[config.mk]
export PLATFORM = sky130hd
export DESIGN_NAME = braid_input_dispenser_flat
export DESIGN_NICKNAME = d
export VERILOG_FILES = /design/src/rtl/braid_input_dispenser_if.sv /design/src/rtl/braid_input_dispenser.sv /design/src/flat_wrapper.sv
export SDC_FILE = /design/constraint.sdc
export NUM_CORES = 1
export LEC_CHECK = 0
export BUFFER_PORTS_ARGS = -buffer_cell sky130_fd_sc_hd__buf_4
export CORE_MARGIN = 5
export CORE_UTILIZATION = 40
export CTS_CLUSTER_DIAMETER = 30
export DETAILED_ROUTE_END_ITERATION = 12
export PLACE_DENSITY = 0.69
export SYNTH_ARGS = -nofsm -noshare
export SYNTH_HDL_FRONTEND = slang
export SYNTH_SLANG_ARGS = --single-unit
[constraint.sdc]
create_clock -name clk -period 3.2 [get_ports clk]
set_input_delay 0.64 -clock clk [delete_from_list [all_inputs] [get_ports clk]]
set_output_delay 0.64 -clock clk [all_outputs]
set_load 0.03 [all_outputs]
[src/rtl/braid_input_dispenser_if.sv]
// braid_input_dispenser_if: host request handshake into the braid input dispenser
//   req_valid  host request strobe
//   req_ready  dispenser can accept a request
//   req_chan   target braid input index
//   req_doses  number of doses to dispense
interface braid_input_dispenser_if #(
  parameter int CHAN_W = 2,
  parameter int DOSE_W = 8
);
  logic              req_valid;
  logic              req_ready;
  logic [CHAN_W-1:0] req_chan;
  logic [DOSE_W-1:0] req_doses;
  modport master (output req_valid, req_chan, req_doses, input req_ready);
  modport slave  (input req_valid, req_chan, req_doses, output req_ready);
endinterface

[src/rtl/braid_input_dispenser.sv]
// braid_input_dispenser: meters fluid doses into braid inputs, one valve open at a time
//   clk, rst_n  clock, asynchronous active-low reset
//   req         request handshake (slave side of braid_input_dispenser_if)
//   valve_open  one-hot valve drive, zero when no dose is active
//   busy        FSM active or requests queued
//   done_pulse  one-cycle strobe when a request completes
//   dose_total  saturating count of completed doses
//   fifo_level  request queue occupancy
// Optional: BRAID_DISPENSE_PRIME_EN adds a one-time priming pulse per channel.
module braid_input_dispenser #(
  parameter int NUM_INPUTS    = 4,
  parameter int CHAN_W        = 2,
  parameter int DOSE_W        = 8,
  parameter int PULSE_CYCLES  = 16,
  parameter int SETTLE_CYCLES = 4,
  parameter int FIFO_DEPTH    = 4,
  parameter int PRIME_CYCLES  = 32
) (
  input  logic                          clk,
  input  logic                          rst_n,
  braid_input_dispenser_if.slave        req,
  output logic [NUM_INPUTS-1:0]         valve_open,
  output logic                          busy,
  output logic                          done_pulse,
  output logic [15:0]                   dose_total,
  output logic [$clog2(FIFO_DEPTH):0]   fifo_level
);
  localparam int PW = $clog2(FIFO_DEPTH);
  localparam int LW = PW + 1;
  localparam int CNT_MAX = PRIME_CYCLES > PULSE_CYCLES ?
                           (PRIME_CYCLES > SETTLE_CYCLES ? PRIME_CYCLES : SETTLE_CYCLES) :
                           (PULSE_CYCLES > SETTLE_CYCLES ? PULSE_CYCLES : SETTLE_CYCLES);
  localparam int CNT_W = $clog2(CNT_MAX + 1);
  typedef enum logic [2:0] {
    IDLE, LOAD, PULSE, SETTLE, DONE
`ifdef BRAID_DISPENSE_PRIME_EN
    , PRIME
`endif
  } state_t;
  state_t            state, state_n;
  logic [CHAN_W-1:0] mem_chan  [FIFO_DEPTH];
  logic [DOSE_W-1:0] mem_doses [FIFO_DEPTH];
  logic [PW-1:0]     wp, rp;
  logic [LW-1:0]     level;
  logic              ready_en, push, pop, empty, active, priming;
  logic [CHAN_W-1:0] chan_r;
  logic [DOSE_W-1:0] remaining_r;
  logic [CNT_W-1:0]  cnt;
  logic              last_pulse, last_settle;
  assign empty       = level == '0;
  // ready_en keeps req_ready low until the first edge after reset release
  assign req.req_ready = ready_en && level != LW'(FIFO_DEPTH);
  // out-of-range channels complete the handshake but never enter the queue
  assign push        = req.req_valid && req.req_ready && 32'(req.req_chan) < NUM_INPUTS;
  assign pop         = state == LOAD;
  assign last_pulse  = cnt == CNT_W'(PULSE_CYCLES - 1);
  assign last_settle = cnt == CNT_W'(SETTLE_CYCLES - 1);
  assign busy        = state != IDLE || !empty;
  assign done_pulse  = state == DONE;
  assign fifo_level  = level;
  assign valve_open  = active ? NUM_INPUTS'(1) << chan_r : '0;
`ifdef BRAID_DISPENSE_PRIME_EN
  logic [NUM_INPUTS-1:0] primed;
  logic                  priming_r;
  logic                  last_prime;
  assign last_prime = cnt == CNT_W'(PRIME_CYCLES - 1);
  assign priming    = priming_r;
  assign active     = state == PULSE || state == PRIME;
  always_ff @(posedge clk or negedge rst_n)
    if (!rst_n) begin
      primed    <= '0;
      priming_r <= 1'b0;
    end else begin
      if (state == LOAD) priming_r <= state_n == PRIME;
      if (state == SETTLE && last_settle && priming_r) begin
        primed[chan_r] <= 1'b1;
        priming_r      <= 1'b0;
      end
    end
`else
  assign priming = 1'b0;
  assign active  = state == PULSE;
`endif
  always_comb begin
    state_n = state;
    case (state)
      IDLE:   state_n = empty ? IDLE : LOAD;
`ifdef BRAID_DISPENSE_PRIME_EN
      LOAD:   state_n = mem_doses[rp] == '0 ? DONE : !primed[mem_chan[rp]] ? PRIME : PULSE;
      PRIME:  state_n = last_prime ? SETTLE : PRIME;
`else
      LOAD:   state_n = mem_doses[rp] == '0 ? DONE : PULSE;
`endif
      PULSE:  state_n = last_pulse ? SETTLE : PULSE;
      // a priming settle leaves remaining untouched, so dosing always follows
      SETTLE: state_n = !last_settle ? SETTLE :
                        (priming || remaining_r != DOSE_W'(1)) ? PULSE : DONE;
      DONE:   state_n = empty ? IDLE : LOAD;
      default: state_n = IDLE;
    endcase
  end
  always_ff @(posedge clk or negedge rst_n)
    if (!rst_n) begin
      state       <= IDLE;
      ready_en    <= 1'b0;
      cnt         <= '0;
      wp          <= '0;
      rp          <= '0;
      level       <= '0;
      chan_r      <= '0;
      remaining_r <= '0;
      dose_total  <= '0;
    end else begin
      state    <= state_n;
      ready_en <= 1'b1;
      cnt      <= state_n != state ? '0 : cnt + 1'b1;
      wp       <= wp + PW'(push);
      rp       <= rp + PW'(pop);
      level    <= level + LW'(push) - LW'(pop);
      if (pop) begin
        chan_r      <= mem_chan[rp];
        remaining_r <= mem_doses[rp];
      end
      if (state == SETTLE && last_settle && !priming) begin
        remaining_r <= remaining_r - 1'b1;
        dose_total  <= dose_total + 16'(dose_total != 16'hFFFF);
      end
    end
  always_ff @(posedge clk)
    if (push) begin
      mem_chan[wp]  <= req.req_chan;
      mem_doses[wp] <= req.req_doses;
    end
endmodule
[src/flat_wrapper.sv]
// flat-port wrapper written by rule: the top's interface ports become plain ports
module braid_input_dispenser_flat 
#(
  parameter int NUM_INPUTS    = 4,
  parameter int CHAN_W        = 2,
  parameter int DOSE_W        = 8,
  parameter int PULSE_CYCLES  = 16,
  parameter int SETTLE_CYCLES = 4,
  parameter int FIFO_DEPTH    = 4,
  parameter int PRIME_CYCLES  = 32
)
  (clk, rst_n, valve_open, busy, done_pulse, dose_total, fifo_level, req_req_valid, req_req_chan, req_req_doses, req_req_ready);
  braid_input_dispenser_if #(.CHAN_W(CHAN_W), .DOSE_W(DOSE_W)) req_i ();
  input  logic clk;
  input  logic rst_n;
  output logic [NUM_INPUTS-1:0] valve_open;
  output logic busy;
  output logic done_pulse;
  output logic [15:0] dose_total;
  output logic [$clog2(FIFO_DEPTH):0] fifo_level;
  input wire logic [$bits(req_i.req_valid)-1:0] req_req_valid;
  input wire logic [$bits(req_i.req_chan)-1:0] req_req_chan;
  input wire logic [$bits(req_i.req_doses)-1:0] req_req_doses;
  output wire logic [$bits(req_i.req_ready)-1:0] req_req_ready;
  assign req_i.req_valid = req_req_valid;
  assign req_i.req_chan = req_req_chan;
  assign req_i.req_doses = req_req_doses;
  assign req_req_ready = req_i.req_ready;
  braid_input_dispenser #(.NUM_INPUTS(NUM_INPUTS), .CHAN_W(CHAN_W), .DOSE_W(DOSE_W), .PULSE_CYCLES(PULSE_CYCLES), .SETTLE_CYCLES(SETTLE_CYCLES), .FIFO_DEPTH(FIFO_DEPTH), .PRIME_CYCLES(PRIME_CYCLES)) u_core (.clk(clk), .rst_n(rst_n), .req(req_i), .valve_open(valve_open), .busy(busy), .done_pulse(done_pulse), .dose_total(dose_total), .fifo_level(fifo_level));
endmodule
# After elaboration in Yosys (flattened, before gate mapping)
# Memories as Yosys holds them, arrays and structs flattened. A register that Yosys moved wholly into a read port is not among the register bits.
# Cells that the tools add are included.
# Widths: inputs -> output; s select.
dict set report totals {
  reg_bits 41
  ram_bits 40
  output_inout_bits 26
  elab_cells 52
  memories 2
}
# name words width read_ports rd_ports_with_merged_regs wr line
set mem_list {}
lappend mem_list {u_core.mem_doses 4 8 1 0 1 braid_input_dispenser.sv:42} ;# logic [DOSE_W-1:0] mem_doses [FIFO_DEPTH];
lappend mem_list {u_core.mem_chan 4 2 1 1 1 braid_input_dispenser.sv:41} ;# logic [CHAN_W-1:0] mem_chan [FIFO_DEPTH];
dict set report op_classes {
  addsub 7
  shift 1
  mux 12
  reduce_logical 12
  eq_ne 10
}
# operator n
set op_table {}
lappend op_table {{$add 16x1->16} 1}
lappend op_table {{$mux 8} 2}
lappend op_table {{$ne 16x16->1 const B} 1}
lappend op_table {{$pmux 3 s4} 1}
lappend op_table {{$mux 3} 3}
lappend op_table {{$logic_not 8->1} 1}
lappend op_table {{$ne 8x1->1 const B} 1}
lappend op_table {{$sub 8x1->8 const B} 1}
lappend op_table {{$add 6x1->6 const B} 1}
lappend op_table {{$eq 3x2->1 const B} 2}
lappend op_table {{$eq 6x2->1 const B} 1}
lappend op_table {{$eq 6x4->1 const B} 1}
lappend op_table {{$logic_not 3->1} 2}
lappend op_table {{$mux 6} 1}
lappend op_table {{$add 2x1->2} 2}
lappend op_table {{$mux 1} 4}
lappend op_table {{$mux 4} 1}
lappend op_table {{$shl 1x2->4 const A} 1}
lappend op_table {{$add 3x1->3} 1}
lappend op_table {{$eq 3x1->1 const B} 1}
lappend op_table {{$eq 3x3->1 const B} 1}
lappend op_table {{$logic_and 1x1->1} 3}
lappend op_table {{$ne 3x3->1} 1}
lappend op_table {{$ne 3x3->1 const B} 1}
lappend op_table {{other kinds (6)} 7}

# Longest topological paths before layout
dict set report depth {
  depth_word 6
  depth_mapped 11
}

# Worst setup path before layout
# No wires, ideal clock.
dict set report synth_timing {
  kind {register -> register}
  start {register u_core.state[0]}
  end {register u_core.level[2], in the netlist u_core.fifo_level[2]}
  arrival_time_ns 2.454
  synth_period_minus_slack_ns 2.591
  stages_incl_launch_ff 12
  setup_time_ns 0.137
  slack_ns 0.609
  path_cell_list {dfrtp_1 -> clkbuf_1 -> or3b_2 -> clkbuf_1 -> clkinv_1 -> ha_1 -> inv_1 -> ha_1 -> inv_1 -> fa_1 -> xnor2_1 -> xnor2_1}
}
dict set report synth_via {
  elab_chain_cells 2
}
# element line
set synth_lines {}
lappend synth_lines {{from (decl)} braid_input_dispenser.sv:40} ;# state_t state, state_n;
lappend synth_lines {{from (signal assigned)} braid_input_dispenser.sv:114} ;# state <= state_n;
lappend synth_lines {{$eq 3x1->1} braid_input_dispenser.sv:55} ;# assign pop = state == LOAD;
lappend synth_lines {{$sub 3x1->3} braid_input_dispenser.sv:119} ;# level <= level + LW'(push) - LW'(pop);
lappend synth_lines {{to (signal assigned)} braid_input_dispenser.sv:119}
lappend synth_lines {{to (decl)} braid_input_dispenser.sv:44} ;# logic [LW-1:0] level;
# Every way passes these cells.
# A chain may end at the register's enable or synchronous reset.

# Worst setup path in the final report
# Ends and elaborated chain as after synthesis.

==> results.yml <==
outcome:
  status: "completed"
critical_path:
  worst_path_largest_cell_delay_ns: 0.60
  path_cells: "or3b_2 -> clkinv_1 -> ha_1 -> inv_1 -> ha_1 -> inv_1 -> fa_1 -> xnor2_1 -> xnor2_1"
  cp_top_family: "adder cells"
  cp.depth: 9
  critPathMaxFanout: 10
  end_kind: "register"
  worst_ep_arrival_time_ns: 2.80
  ff2ff_path_depth: 9
  worst_ep_required_time_ns: 3.44
  cp-start-kind: "register"
  worstSetupPathType: "reg -> reg"
  slowest_stage: "or3b_2"
  crit_buf_inv: 3
yosys:
  netlist_top_cells_area: "edfxtp_1 (33%), dfrtp_1 (29%), mux4_2 (6.1%)"
  synth_cell_types: 46
  yosys_warnings: 0
  syn_inst: 273
  avgSynthCellArea_um2: 13.5
  yosys_most_used_dff: "dfrtp_1"
  ys_seq_elements: 83
  synth_area_um2: 3680
  seq_area_frac_synth_pct: 61.9
  yosys.area.top_type: "edfxtp_1"
  synth_edf_count: 40
  yosys.area.top_type_share_pct: 32.6
  async_flop_share_pct: 51.8
  synth_nets: 296
floorplanning:
  rows: 35
  die_x_um: 106
  ios: 39
  core-area_um2: 9110
  die-height_um: 106
  initial_core_util_pct: 40.4
  fp.dieArea_um2: 11200
cts:
  cts_resized: 0
  path_clk_slew_ns: 0.09
  cts_buffers: 9
  clk_path_buf_depth: 2
  cts_tree: "done"
  post_cts_buffers: 0
  cts.sinks: 83
  clock_latency_ns: 0.35
  cts-root-buf: "clkbuf_8"
  cts.htree.levels: 3
  cts_hold_buf: 0
drt:
  drtIter0Drc: 158
  wirelength_mm: 6.36
  drt_pass1_iterations: 4
  viasPerCell: 5.24
  vias: 2268
  wl_per_cell_um: 14.7
  route.detailed.drc: 0
  drt.antenna.violating_nets: 0
flow_run:
  cap_violations: 0
final_layout:
  instances_no_fill: 433
  nets: 340
  nFillCells: 814
  layout-drive-gt1-share_pct: 23.3
  layout_common_cells: "dfrtp_1 (43), buf_4 (42), edfxtp_1 (40), nand2_1 (24), nor2_1 (18)"
  final_common_cell: "dfrtp_1"
  n_antenna_cell: 0
  syn_to_final_growth_pct: 16.5
placement:
  portBuffers: 38
  hpwl_mm: 4.37
  place_congestion: 0.786
  dp.cells: 417
sta:
  fin_skew_ns: 0.00509
  slew_headroom_pct: 55.6
  hold_viol: 0
  timing.setup.tns_ns: 0
  fmax_mhz: 390
  maxSlewViolCount: 0
  setup_viol: 0
  fin_crit_sh_pct: 80.1
  period_minus_slack_ns: 2.56
  tightest_slew_ns: 0.666
  rsz0062_at_grt: "no"
global_routing:
  grt_max_degree: 44
  grt_use_total_pct: 12.1
  antenna_found_initial: 0
  grt_pass1_wl_mm: 11.0
  grt_overflow: 0
  grt_pass1_vias: 2316
power_and_ir_drop:
  clockPowerShare_pct: 23.5
  p_sw_share_pct: 34.7
  p_comb_share_pct: 28.5
  pwr-share-seq_pct: 48.0
  switchingPower_mw: 1.15
  ir_drop_v: 0.000384
  internal_power_mw: 2.15
  leakage_nw: 1.78
  p_per_area_nw_per_um2: 770
hold_path:
  hold_path.class: "in -> async"
-- power groups by stage --
stage               logic [mW]  clock network (mW)  registers, mW
CTS                      0.959               0.812           1.59
floorplan                0.722                   0           1.54
global placement         0.938                   0           1.60
detailed placement       0.956                   0           1.61
global route              1.04               0.849           1.63
finish                   0.940               0.776           1.58
-- routing by layer --
layer  GRT usage [%]  routed length (µm)  vias to the layer above  part of all wire (%)
met5               0                   0                        -                     0
met4            4.44                 105                        0                   1.7
met3            3.04                 257                       12                   4.0
met2            20.8                3220                       50                    51
met1            14.9                2780                     1112                    44
li1                -                   -                     1094                     -
-- metrics by stage --
stage	utilization [%]	hold slack, ns	setup slack (ns)	instance area [µm²]	power, mW
floorplan	-	0.344	0.609	3680	2.27
global placement	44.8	0.445	0.688	4080	2.54
detailed placement	44.8	0.454	0.635	4080	2.57
CTS	47.1	0.271	0.623	4290	3.36
global route	47.1	0.308	0.482	4290	3.51
finish	47.1	0.265	0.635	4290	3.30
-- path summary, 6_finish.rpt --
| kind | start | endpoint | slack [ns] |
|---|---|---|---|
| setup / recovery | u_core.state[0] | u_core.fifo_level[2] | 0.64 |
| hold / removal | rst_n | u_core.cnt[2] | 0.26 |
| setup reg to reg | u_core.state[0] | u_core.fifo_level[2] | 0.64 |
| hold reg to reg | u_core.cnt[0] | u_core.cnt[0] | 0.47 |
| max in group asynchronous | rst_n | u_core.remaining_r[7] | 2.57 |
| min in group clk | u_core.cnt[0] | u_core.cnt[0] | 0.47 |
-- flip-flops by register name, indices dropped and copies added, names as in the netlist --
signal              flops
u_core.remaining_r      8
u_core.state            3
u_core.mem_chan         8
u_core.rp               2
u_core.mem_doses       32
u_core.wp               2
u_core.fifo_level       3
u_core.ready_en         1
u_core.cnt              6
u_core.dose_total      16
u_core.chan_r           2
-- Yosys cell counts, types with 2 or more instances --
cell type / n
a21o_1: 2
o21bai_1: 2
buf_6: 2
or4_1: 2
or3b_2: 2
o221a_2: 2
nor2_1: 18
or3_1: 3
edfxtp_1: 40
nand3_1: 10
and2_1: 2
clkbuf_1: 4
dfrtp_1: 43
o21ai_0: 5
ha_1: 9
nand2_1: 24
nor4_1: 4
xor2_1: 11
nor3b_1: 4
nand4_1: 6
and3_1: 3
buf_2: 3
mux4_2: 10
inv_1: 13
a21oi_1: 2
a221o_1: 4
o21a_1: 2
and4_1: 2
nor3_1: 12
xnor2_1: 11
-- kinds of logic (layout without fill, tap and decap cells) --
family | count (synthesis) | count (layout) | share of synthesized area, %
xor+xnor | 22 | 22 | 5.23
buf+inv | 23 | 72 | 2.85
compound gates | 26 | 26 | 5.91
simple gates | 98 | 98 | 14.3
mux | 10 | 10 | 6.12
fa+ha+maj | 10 | 10 | 3.60
flops | 83 | 83 | 61.9
other cells | 1 | 1 | 0.102
-- layout make-up --
| type | count | area [µm²] | area share [%] |
|---|---|---|---|
| timing repair buffer | 42 | 315 | 7.35 |
| clock buffer | 9 | 124 | 2.89 |
| inverter | 14 | 52.6 | 1.23 |
| clock inverter | 7 | 81.3 | 1.90 |
| tap | 111 | 139 | 3.24 |
| sequential | 83 | 2280 | 53.1 |
| multi-input combinational | 167 | 1300 | 30.3 |
No activity file was read; power rests on OpenSTA's default activity.
